<file path="src/rtl/button_conditioner_pkg.sv">
// Shared definitions for the push-button conditioner: FSM encodings and
// clock-rate helpers used to derive cycle-count parameters.
package button_conditioner_pkg;

  typedef enum logic [1:0] {
    ST_IDLE   = 2'd0,
    ST_HOLD   = 2'd1,
    ST_REPEAT = 2'd2
  } bc_state_e;

  localparam int CLK_HZ = 27_000_000;

  function automatic int ms_to_cycles(input int ms);
    return (CLK_HZ / 1000) * ms;
  endfunction

endpackage

</file>
<file path="src/rtl/bc_sync.sv">
// Multi-flop synchroniser for an asynchronous single-bit input; every stage
// is loaded with RST_VAL so nothing spurious propagates out of reset.
module bc_sync #(
  parameter int STAGES  = 2,
  parameter bit RST_VAL = 1'b0
) (
  input  logic clk,
  input  logic rst_n,
  input  logic d,
  output logic q
);

  logic [STAGES-1:0] sync_q;

  always_ff @(posedge clk or negedge rst_n) begin
    if (!rst_n) begin
      sync_q <= {STAGES{RST_VAL}};
    end else begin
      sync_q <= {sync_q[STAGES-2:0], d};
    end
  end

  assign q = sync_q[STAGES-1];

endmodule

</file>
<file path="src/rtl/button_conditioner.sv">
// Push-button conditioner: synchronise, debounce, then emit press/release
// strobes and auto-repeat ticks while the button stays held.
module button_conditioner
  import button_conditioner_pkg::*;
#(
  parameter bit ACTIVE_LOW      = 1'b1,
  parameter int SYNC_STAGES     = 2,
  parameter int DEBOUNCE_CYCLES = ms_to_cycles(10),
  parameter int HOLD_CYCLES     = ms_to_cycles(500),
  parameter int REPEAT_CYCLES   = ms_to_cycles(100)
) (
  input  logic clk,
  input  logic rst_n,
  input  logic btn_raw,
  output logic pressed,
  output logic press_pulse,
  output logic release_pulse,
  output logic repeat_pulse
);

  localparam int DB_W   = $clog2(DEBOUNCE_CYCLES + 1);
  localparam int HC_MAX = (HOLD_CYCLES > REPEAT_CYCLES) ? HOLD_CYCLES : REPEAT_CYCLES;
  localparam int HC_W   = $clog2(HC_MAX + 1);

  localparam logic [DB_W-1:0] DB_LAST   = DB_W'(DEBOUNCE_CYCLES - 1);
  localparam logic [HC_W-1:0] HOLD_LAST = HC_W'(HOLD_CYCLES - 1);
  localparam logic [HC_W-1:0] REP_LAST  = HC_W'(REPEAT_CYCLES - 1);

  logic            lvl;
  logic            s;
  logic            pressed_q;
  logic [DB_W-1:0] db_cnt_q, db_cnt_d;
  logic            db_fire;
  logic            press_evt, release_evt;
  logic [HC_W-1:0] hold_cnt_q;
  bc_state_e       state_q;
  logic            press_q, release_q, repeat_q;

  // After normalisation 1 always means "pressed", so the synchroniser resets to 0.
  assign lvl = btn_raw ^ ACTIVE_LOW;

  bc_sync #(
    .STAGES (SYNC_STAGES),
    .RST_VAL(1'b0)
  ) u_sync (
    .clk  (clk),
    .rst_n(rst_n),
    .d    (lvl),
    .q    (s)
  );

  // Firing at >= DB_LAST keeps the counter from ever passing DB_LAST, so it cannot wrap.
  always_comb begin
    db_cnt_d = db_cnt_q;
    db_fire  = 1'b0;
    if (s == pressed_q) begin
      db_cnt_d = '0;
    end else if (db_cnt_q >= DB_LAST) begin
      db_cnt_d = '0;
      db_fire  = 1'b1;
    end else begin
      db_cnt_d = db_cnt_q + 1'b1;
    end
  end

  assign press_evt   = db_fire & s;
  assign release_evt = db_fire & ~s;

  always_ff @(posedge clk or negedge rst_n) begin
    if (!rst_n) begin
      pressed_q  <= 1'b0;
      db_cnt_q   <= '0;
      hold_cnt_q <= '0;
      state_q    <= ST_IDLE;
      press_q    <= 1'b0;
      release_q  <= 1'b0;
      repeat_q   <= 1'b0;
    end else begin
      pressed_q <= db_fire ? s : pressed_q;
      db_cnt_q  <= db_cnt_d;
      press_q   <= 1'b0;
      release_q <= 1'b0;
      repeat_q  <= 1'b0;
      case (state_q)
        ST_IDLE: begin
          if (press_evt) begin
            state_q    <= ST_HOLD;
            hold_cnt_q <= '0;
            press_q    <= 1'b1;
          end
        end
        ST_HOLD: begin
          if (release_evt) begin
            state_q    <= ST_IDLE;
            hold_cnt_q <= '0;
            release_q  <= 1'b1;
          end else if (hold_cnt_q == HOLD_LAST) begin
            // With repeat disabled the counter parks here until release.
            if (REPEAT_CYCLES != 0) begin
              state_q    <= ST_REPEAT;
              hold_cnt_q <= '0;
              repeat_q   <= 1'b1;
            end
          end else begin
            hold_cnt_q <= hold_cnt_q + 1'b1;
          end
        end
        ST_REPEAT: begin
          if (release_evt) begin
            state_q    <= ST_IDLE;
            hold_cnt_q <= '0;
            release_q  <= 1'b1;
          end else if (hold_cnt_q == REP_LAST) begin
            hold_cnt_q <= '0;
            repeat_q   <= 1'b1;
          end else begin
            hold_cnt_q <= hold_cnt_q + 1'b1;
          end
        end
        default: begin
          state_q    <= ST_IDLE;
          hold_cnt_q <= '0;
        end
      endcase
    end
  end

  assign pressed       = pressed_q;
  assign press_pulse   = press_q;
  assign release_pulse = release_q;
  assign repeat_pulse  = repeat_q;

endmodule

</file>
<file path="config.mk">
export PLATFORM = sky130hd
export DESIGN_NAME = button_conditioner
export DESIGN_NICKNAME = d
export VERILOG_FILES = /design/src/rtl/button_conditioner_pkg.sv /design/src/rtl/bc_sync.sv /design/src/rtl/button_conditioner.sv
export SDC_FILE = /design/constraint.sdc
export NUM_CORES = 1
export LEC_CHECK = 0
export ABC_CLOCK_PERIOD_IN_PS = 6700
export CAP_MARGIN = 15
export CORE_MARGIN = 4
export CORE_UTILIZATION = 40
export CTS_BUF_LIST = sky130_fd_sc_hd__clkbuf_4 sky130_fd_sc_hd__clkbuf_8
export DETAILED_ROUTE_END_ITERATION = 16
export GPL_TIMING_DRIVEN = 0
export PLACE_DENSITY = 0.58
export SETUP_SLACK_MARGIN = 0.1
export SLEW_MARGIN = 20
export SYNTH_ARGS = -nofsm -noshare
export SYNTH_HDL_FRONTEND = slang
export SYNTH_HIERARCHICAL = 1
export SYNTH_SLANG_ARGS = --single-unit
export TNS_END_PERCENT = 30
</file>
<file path="constraint.sdc">
create_clock -name clk -period 6.7 [get_ports clk]
set_clock_uncertainty 0.1 [all_clocks]
set_input_delay 1.34 -clock clk [delete_from_list [all_inputs] [get_ports clk]]
set_output_delay 1.34 -clock clk [all_outputs]
set_load 0.005 [all_outputs]
</file>
# After elaboration in Yosys (flattened, before gate mapping)
# Index checks and enable logic that the tools add are counted.
dict set report word_totals {
  input_bits 3
  word_cells 50
  register_bits 51
}
dict set report op_classes {
  eq_ne 8
  mux 24
  n_bitwise 4
  n_reduce_logical 3
  addsub 2
  magnitude_cmp 1
}
# op count
set op_table {}
lappend op_table {{24-bit 2-to-1 mux} 5}
lappend op_table {{24-bit case mux with 3 select lines} 1}
lappend op_table {{19-bit 2-to-1 mux} 2}
lappend op_table {{24-bit by 1-bit adder with 24-bit output, second input constant} 1}
lappend op_table {{24-bit by 22-bit == test with 1-bit output, second input constant} 1}
lappend op_table {{24-bit == test, second input constant} 1}
lappend op_table {{19-bit by 1-bit adder with 19-bit output, second input constant} 1}
lappend op_table {{19-bit >= comparator, second input constant} 1}
lappend op_table {{1-bit 2-to-1 mux} 10}
lappend op_table {{2-bit 2-to-1 mux} 4}
lappend op_table {{2-bit case mux with 3 select lines} 1}
lappend op_table {{2-bit inequality test, second input constant} 2}
lappend op_table {{3-bit inequality test, second input constant} 1}
lappend op_table {{3-bit AND reduction} 1}
lappend op_table {{1-bit bitwise AND} 2}
lappend op_table {{2-bit by 1-bit == test with 1-bit output, second input constant} 1}
lappend op_table {{2-bit == test, second input constant} 1}
lappend op_table {{2-bit logical NOT} 1}
lappend op_table {{1-bit inverter} 2}
lappend op_table {{1-bit case mux with 2 select lines} 1}
lappend op_table {{2-bit OR reduction} 1}
lappend op_table {{1-bit == test} 1}

# Logic depth before layout (Yosys ltp)
dict set report depth {
  depth_word 6
  ltp_mapped 8
  ltp_nobuf 7
}

# Modules after synthesis
# The synthesis kept the hierarchy.
# mod cells_each instances area_per_inst_um2
set modules_own_cells {}
lappend modules_own_cells {button_conditioner 311 1 3049.2}
lappend modules_own_cells {bc_sync 2 1 50.0}

# Worst setup path after synthesis
# Ideal clock, no wire load.
dict set report synth_timing {
  path_kind {reg2reg}
  from {register db_cnt_q[0]}
  to {register hold_cnt_q[10]}
  period_less_slack_ns 2.303
  arrival_ns 2.073
  setup_time_ns 0.130
  required_time_ns 6.470
  setup_slack_ns 4.397
  path_stages_with_launch 9
  path_cell_list {dfrtp_1 ha_1 a21oi_1 or4_4 a31oi_4 nand2_4 buf_4 a32oi_2 o41ai_2}
}
dict set report synth_between {
  elab_chain_len 6
  elab_cells_between_ends 9
  classes_between {order compare: 1; eq/ne: 1; mux: 5; bitwise: 2}
}
# element line_no
set synth_lines {}
lappend synth_lines {{start, declared} button_conditioner.sv:32} ;# logic [DB_W-1:0] db_cnt_q, db_cnt_d;
lappend synth_lines {{start signal, assigned} button_conditioner.sv:80} ;# db_cnt_q <= db_cnt_d;
lappend synth_lines {{19-bit >= comparator (*)} button_conditioner.sv:58} ;# end else if (db_cnt_q >= DB_LAST) begin
lappend synth_lines {{1-bit 2-to-1 mux (*)} button_conditioner.sv:58}
lappend synth_lines {{1-bit 2-to-1 mux (*)} button_conditioner.sv:56} ;# if (s == pressed_q) begin
lappend synth_lines {{1-bit bitwise AND} button_conditioner.sv:67} ;# assign release_evt = db_fire & ~s;
lappend synth_lines {{24-bit 2-to-1 mux (on tied branches)} {button_conditioner.sv:109, button_conditioner.sv:93}}
lappend synth_lines {{24-bit case mux with 3 select lines} button_conditioner.sv:84} ;# case (state_q)
lappend synth_lines {{end signal, assigned} button_conditioner.sv:105} ;# hold_cnt_q <= hold_cnt_q + 1'b1;
lappend synth_lines {{end signal, assigned} button_conditioner.sv:117} ;# hold_cnt_q <= hold_cnt_q + 1'b1;
lappend synth_lines {{end, declared} button_conditioner.sv:35} ;# logic [HC_W-1:0] hold_cnt_q;
# Every way passes the cells marked *; elsewhere a longest branch is shown, timed or not.
# A chain may end at the register's enable or synchronous reset.

# Final worst setup path
dict set report layout_timing {
  from {register pressed_q (netlist: pressed)}
  to {output port pressed}
}
# element line_no
set layout_lines {}
lappend layout_lines {{start, declared} button_conditioner.sv:31} ;# logic pressed_q;
lappend layout_lines {{start signal, assigned} button_conditioner.sv:79} ;# pressed_q <= db_fire ? s : pressed_q;
lappend layout_lines {{end, declared} button_conditioner.sv:15} ;# output logic pressed,
# No word-level cell between the ends.

==> impl_metrics.py <==
metrics = {
    "logic_synthesis": {
        "synth_top_cell_area_share": 0.412,
        "synth-main-ff-cell": "dfrtp_1",
        "synth_seq_cells": 51,
        "syn_nets": 321,
        "synth_cell_type_count": 63,
        "synth_area_sq_mm": 0.00310,
        "ys_warn_count": 6,
        "synthArstFlopShare": 1.00,
        "yosys.area.top_type": "dfrtp_1",
        "synth_edf_count": 0,
        "synth_cells": 313,
        "ys_seq_area_frac": 0.412,
        "ys_top_cells_by_area": "dfrtp_1, nand3_1, nand2_1",
        "syn_area_per_cell_sq_um": 9.90,
    },
    "sta": {
        "tightest_slew_ns": 0.670,
        "post-route-period-util": 0.405,
        "hold_violations": 0,
        "setup_violations": 0,
        "period_needed_ns": 2.72,
        "rsz0062_at_grt": "false",
        "max_freq_mhz": 368,
        "drv_slew": 0,
        "timing.setup.tns_ns": 0,
        "layout_setup_ws_ns": 3.98,
        "slew_headroom": 0.551,
    },
    "global_routing": {
        "antenna_found_initial": 0,
        "overflow": 0,
        "grt_pass1_wl_microns": 11900,
        "grt_pass1_vias": 2386,
        "grt_usage": 0.168,
        "grt_start_max_net_pins": 52,
    },
    "placement": {
        "gp_congestion": 0.872,
        "hpwl_microns": 4820,
        "place_inst": 418,
        "post-place-ws_ns": 4.10,
        "numPortBuffers": 6,
    },
    "cells_and_area": {
        "area_delta_synth_final_pct": 8.32,
        "nFillCells": 711,
        "fin_cells": 424,
        "diodes": 0,
        "nNetsFinal": 334,
        "drive_gt1_frac": 0.157,
        "fin_util": 0.453,
    },
    "outcome": {
        "status": "completed",
    },
    "clock_network": {
        "cts-root-buf": "clkbuf_8",
        "cts_hold_buffers": 0,
        "ctsResizeCount": 0,
        "cts-buffers-inserted": 5,
        "cts_tree": "built",
        "clk_latency_ns": 0.30,
        "clk_pin_slew_ns": 0.09,
        "cts_setup_buffers": 0,
        "clock_sinks": 51,
        "ctsHtreeMaxLevel": 2,
        "clock_path_buffers": 2,
    },
    "detailed_routing": {
        "drc": 0,
        "vias": 2439,
        "viasPerCell": 5.75,
        "dr.first_iter.drc_count": 207,
        "wl_per_cell_microns": 16.2,
        "finalWirelength_microns": 6890,
        "ant_nets": 0,
        "drt-pass1-iter-count": 4,
    },
    "job": {
        "maxCapViolCount": 0,
    },
    "power_and_ir_drop": {
        "ir_drop_uv": 68.6,
        "power_w": 0.000497,
        "pwr-share-seq": 0.628,
        "leakage_nw": 1.30,
        "p_sw_w": 0.000111,
        "power_frac_comb": 0.027,
        "swShare": 0.223,
        "internal_power_w": 0.000387,
        "clkPwrFrac": 0.345,
        "power_per_cell_area_mw_per_mm2": 148,
    },
    "critical_path": {
        "cpPeakStageDelay_ns": 0.55,
        "cp_slowest_cell": "clkdlybuf4s50_1",
        "worst_ep_arrival_time_ns": 1.28,
        "crit_chain": "clkdlybuf4s50_1",
        "cp-end-kind": "output pin",
        "path_class": "flop to output pin",
        "worstPathMaxFanout": 6,
        "crit_path_start_kind": "flop",
        "critical_path_required_ns": 5.26,
        "rrSetupSlack_ns": 4.13,
        "critPathTopFamily": "buffers and inverters",
        "path_buf_inv": 1,
    },
    "floorplanning": {
        "start_util": 0.418,
        "die_y_microns": 96.0,
        "rows": 31,
        "ios": 7,
        "dieArea_sq_mm": 0.00922,
        "die_w_microns": 96.0,
        "core_sq_mm": 0.00741,
    },
    "worst_hold_path": {
        "hold_class": "flop to flop",
    },
}
[final timing paths]
path                                       start               end  cells past startpoint
worst min-delay path            u_sync/sync_q[0]  u_sync/sync_q[1]                      0
min in group asynchronous                  rst_n     hold_cnt_q[3]                      1
worst max-delay path                     pressed           pressed                      1
worst min register to register  u_sync/sync_q[0]  u_sync/sync_q[1]                      0
max in group asynchronous                  rst_n     hold_cnt_q[9]                      1
worst max register to register       db_cnt_q[0]    hold_cnt_q[10]                      8
[kinds of logic (layout without fill, tap and decap cells)]
family / after synthesis / count (layout) / synth area share
simple gates: 132 / 132 / 0.240
compound gates: 73 / 73 / 0.218
buf+inv: 36 / 48 / 0.0630
mux: 2 / 2 / 0.00686
fa+ha+maj: 5 / 5 / 0.0202
flops: 51 / 51 / 0.412
xor+xnor: 14 / 14 / 0.0396
[metrics by stage]
step / cell area (sq um) / hold WS, ns
floorplan: 3100 / 0.231
global placement: 3280 / 0.249
detailed placement: 3280 / 0.252
CTS: 3360 / 0.280
global route: 3360 / 0.287
finish: 3360 / 0.274
[synthesized netlist by cell type (2+ instances only)]
master	number
o21ai_1	2
and4_1	3
nor3_1	5
xor2_1	10
a32oi_1	3
nand3_1	19
nand2b_1	3
inv_1	23
o211ai_1	2
nand2_1	25
or4_4	2
a41oi_1	2
clkbuf_1	3
buf_4	4
and3_1	7
o2111ai_1	2
or2_2	2
nand4_1	15
nor4b_1	2
o21ai_0	8
nor2_1	23
o221ai_1	2
o31ai_2	5
a32oi_2	5
nor2b_1	7
xnor2_1	4
o41ai_2	2
o22ai_1	8
or3_1	7
a21oi_1	4
buf_6	6
dfrtp_1	51
and2_1	2
a31oi_1	12
ha_1	5
[per-layer routing]
metal | vias to the layer above | track usage | wire (microns)
li1 | 1186 | - | -
met1 | 1205 | 0.251 | 3570
met2 | 34 | 0.240 | 3010
met3 | 14 | 0.0274 | 194
met4 | 0 | 0.0616 | 117
met5 | - | 0 | 0
[sequential cells by signal, summed over array words and instances, names as in the netlist]
register / flops
db_cnt_q: 19
press_pulse: 1
pressed: 1
repeat_pulse: 1
u_sync/sync_q: 2
release_pulse: 1
hold_cnt_q: 24
state_q: 2
[cell usage in the layout, fill, tap and decap left out, types with 3 or more instances in the layout]
cell	netlist	layout
a21oi_1	4	4
a31oi_1	12	12
a32oi_1	3	3
a32oi_2	5	5
and3_1	7	7
and4_1	3	3
buf_4	4	5
buf_6	6	6
clkbuf_1	3	3
clkbuf_8	0	5
clkdlybuf4s50_1	0	5
dfrtp_1	51	51
ha_1	5	5
inv_1	23	23
nand2_1	25	25
nand2b_1	3	3
nand3_1	19	19
nand4_1	15	15
nor2_1	23	23
nor2b_1	7	7
nor3_1	5	5
o21ai_0	8	8
o22ai_1	8	8
o31ai_2	5	5
or3_1	7	7
xnor2_1	4	4
xor2_1	10	10
[final cells by class]
class | count | area [sq um] | area share
plain buffers | 13 | 109 | 0.0324
well taps | 99 | 124 | 0.0369
repair buffers | 6 | 57.6 | 0.0171
clock buffers | 6 | 76.3 | 0.0227
flip-flops and latches | 51 | 1280 | 0.380
multi-input cells | 226 | 1630 | 0.485
inverters | 23 | 86.3 | 0.0257
[power by group through the flow]
stage | sequential [W] | combinational (W) | clock, W
4_1_cts | 0.000313 | 0.0000143 | 0.000179
6_report | 0.000313 | 0.0000134 | 0.000172
2_1_floorplan | 0.000318 | 0.00000531 | 0
3_3_place_gp | 0.000319 | 0.0000142 | 0
3_5_place_dp | 0.000319 | 0.0000142 | 0
5_1_grt | 0.000313 | 0.0000164 | 0.000193
(Power assumes the default switching activity.)
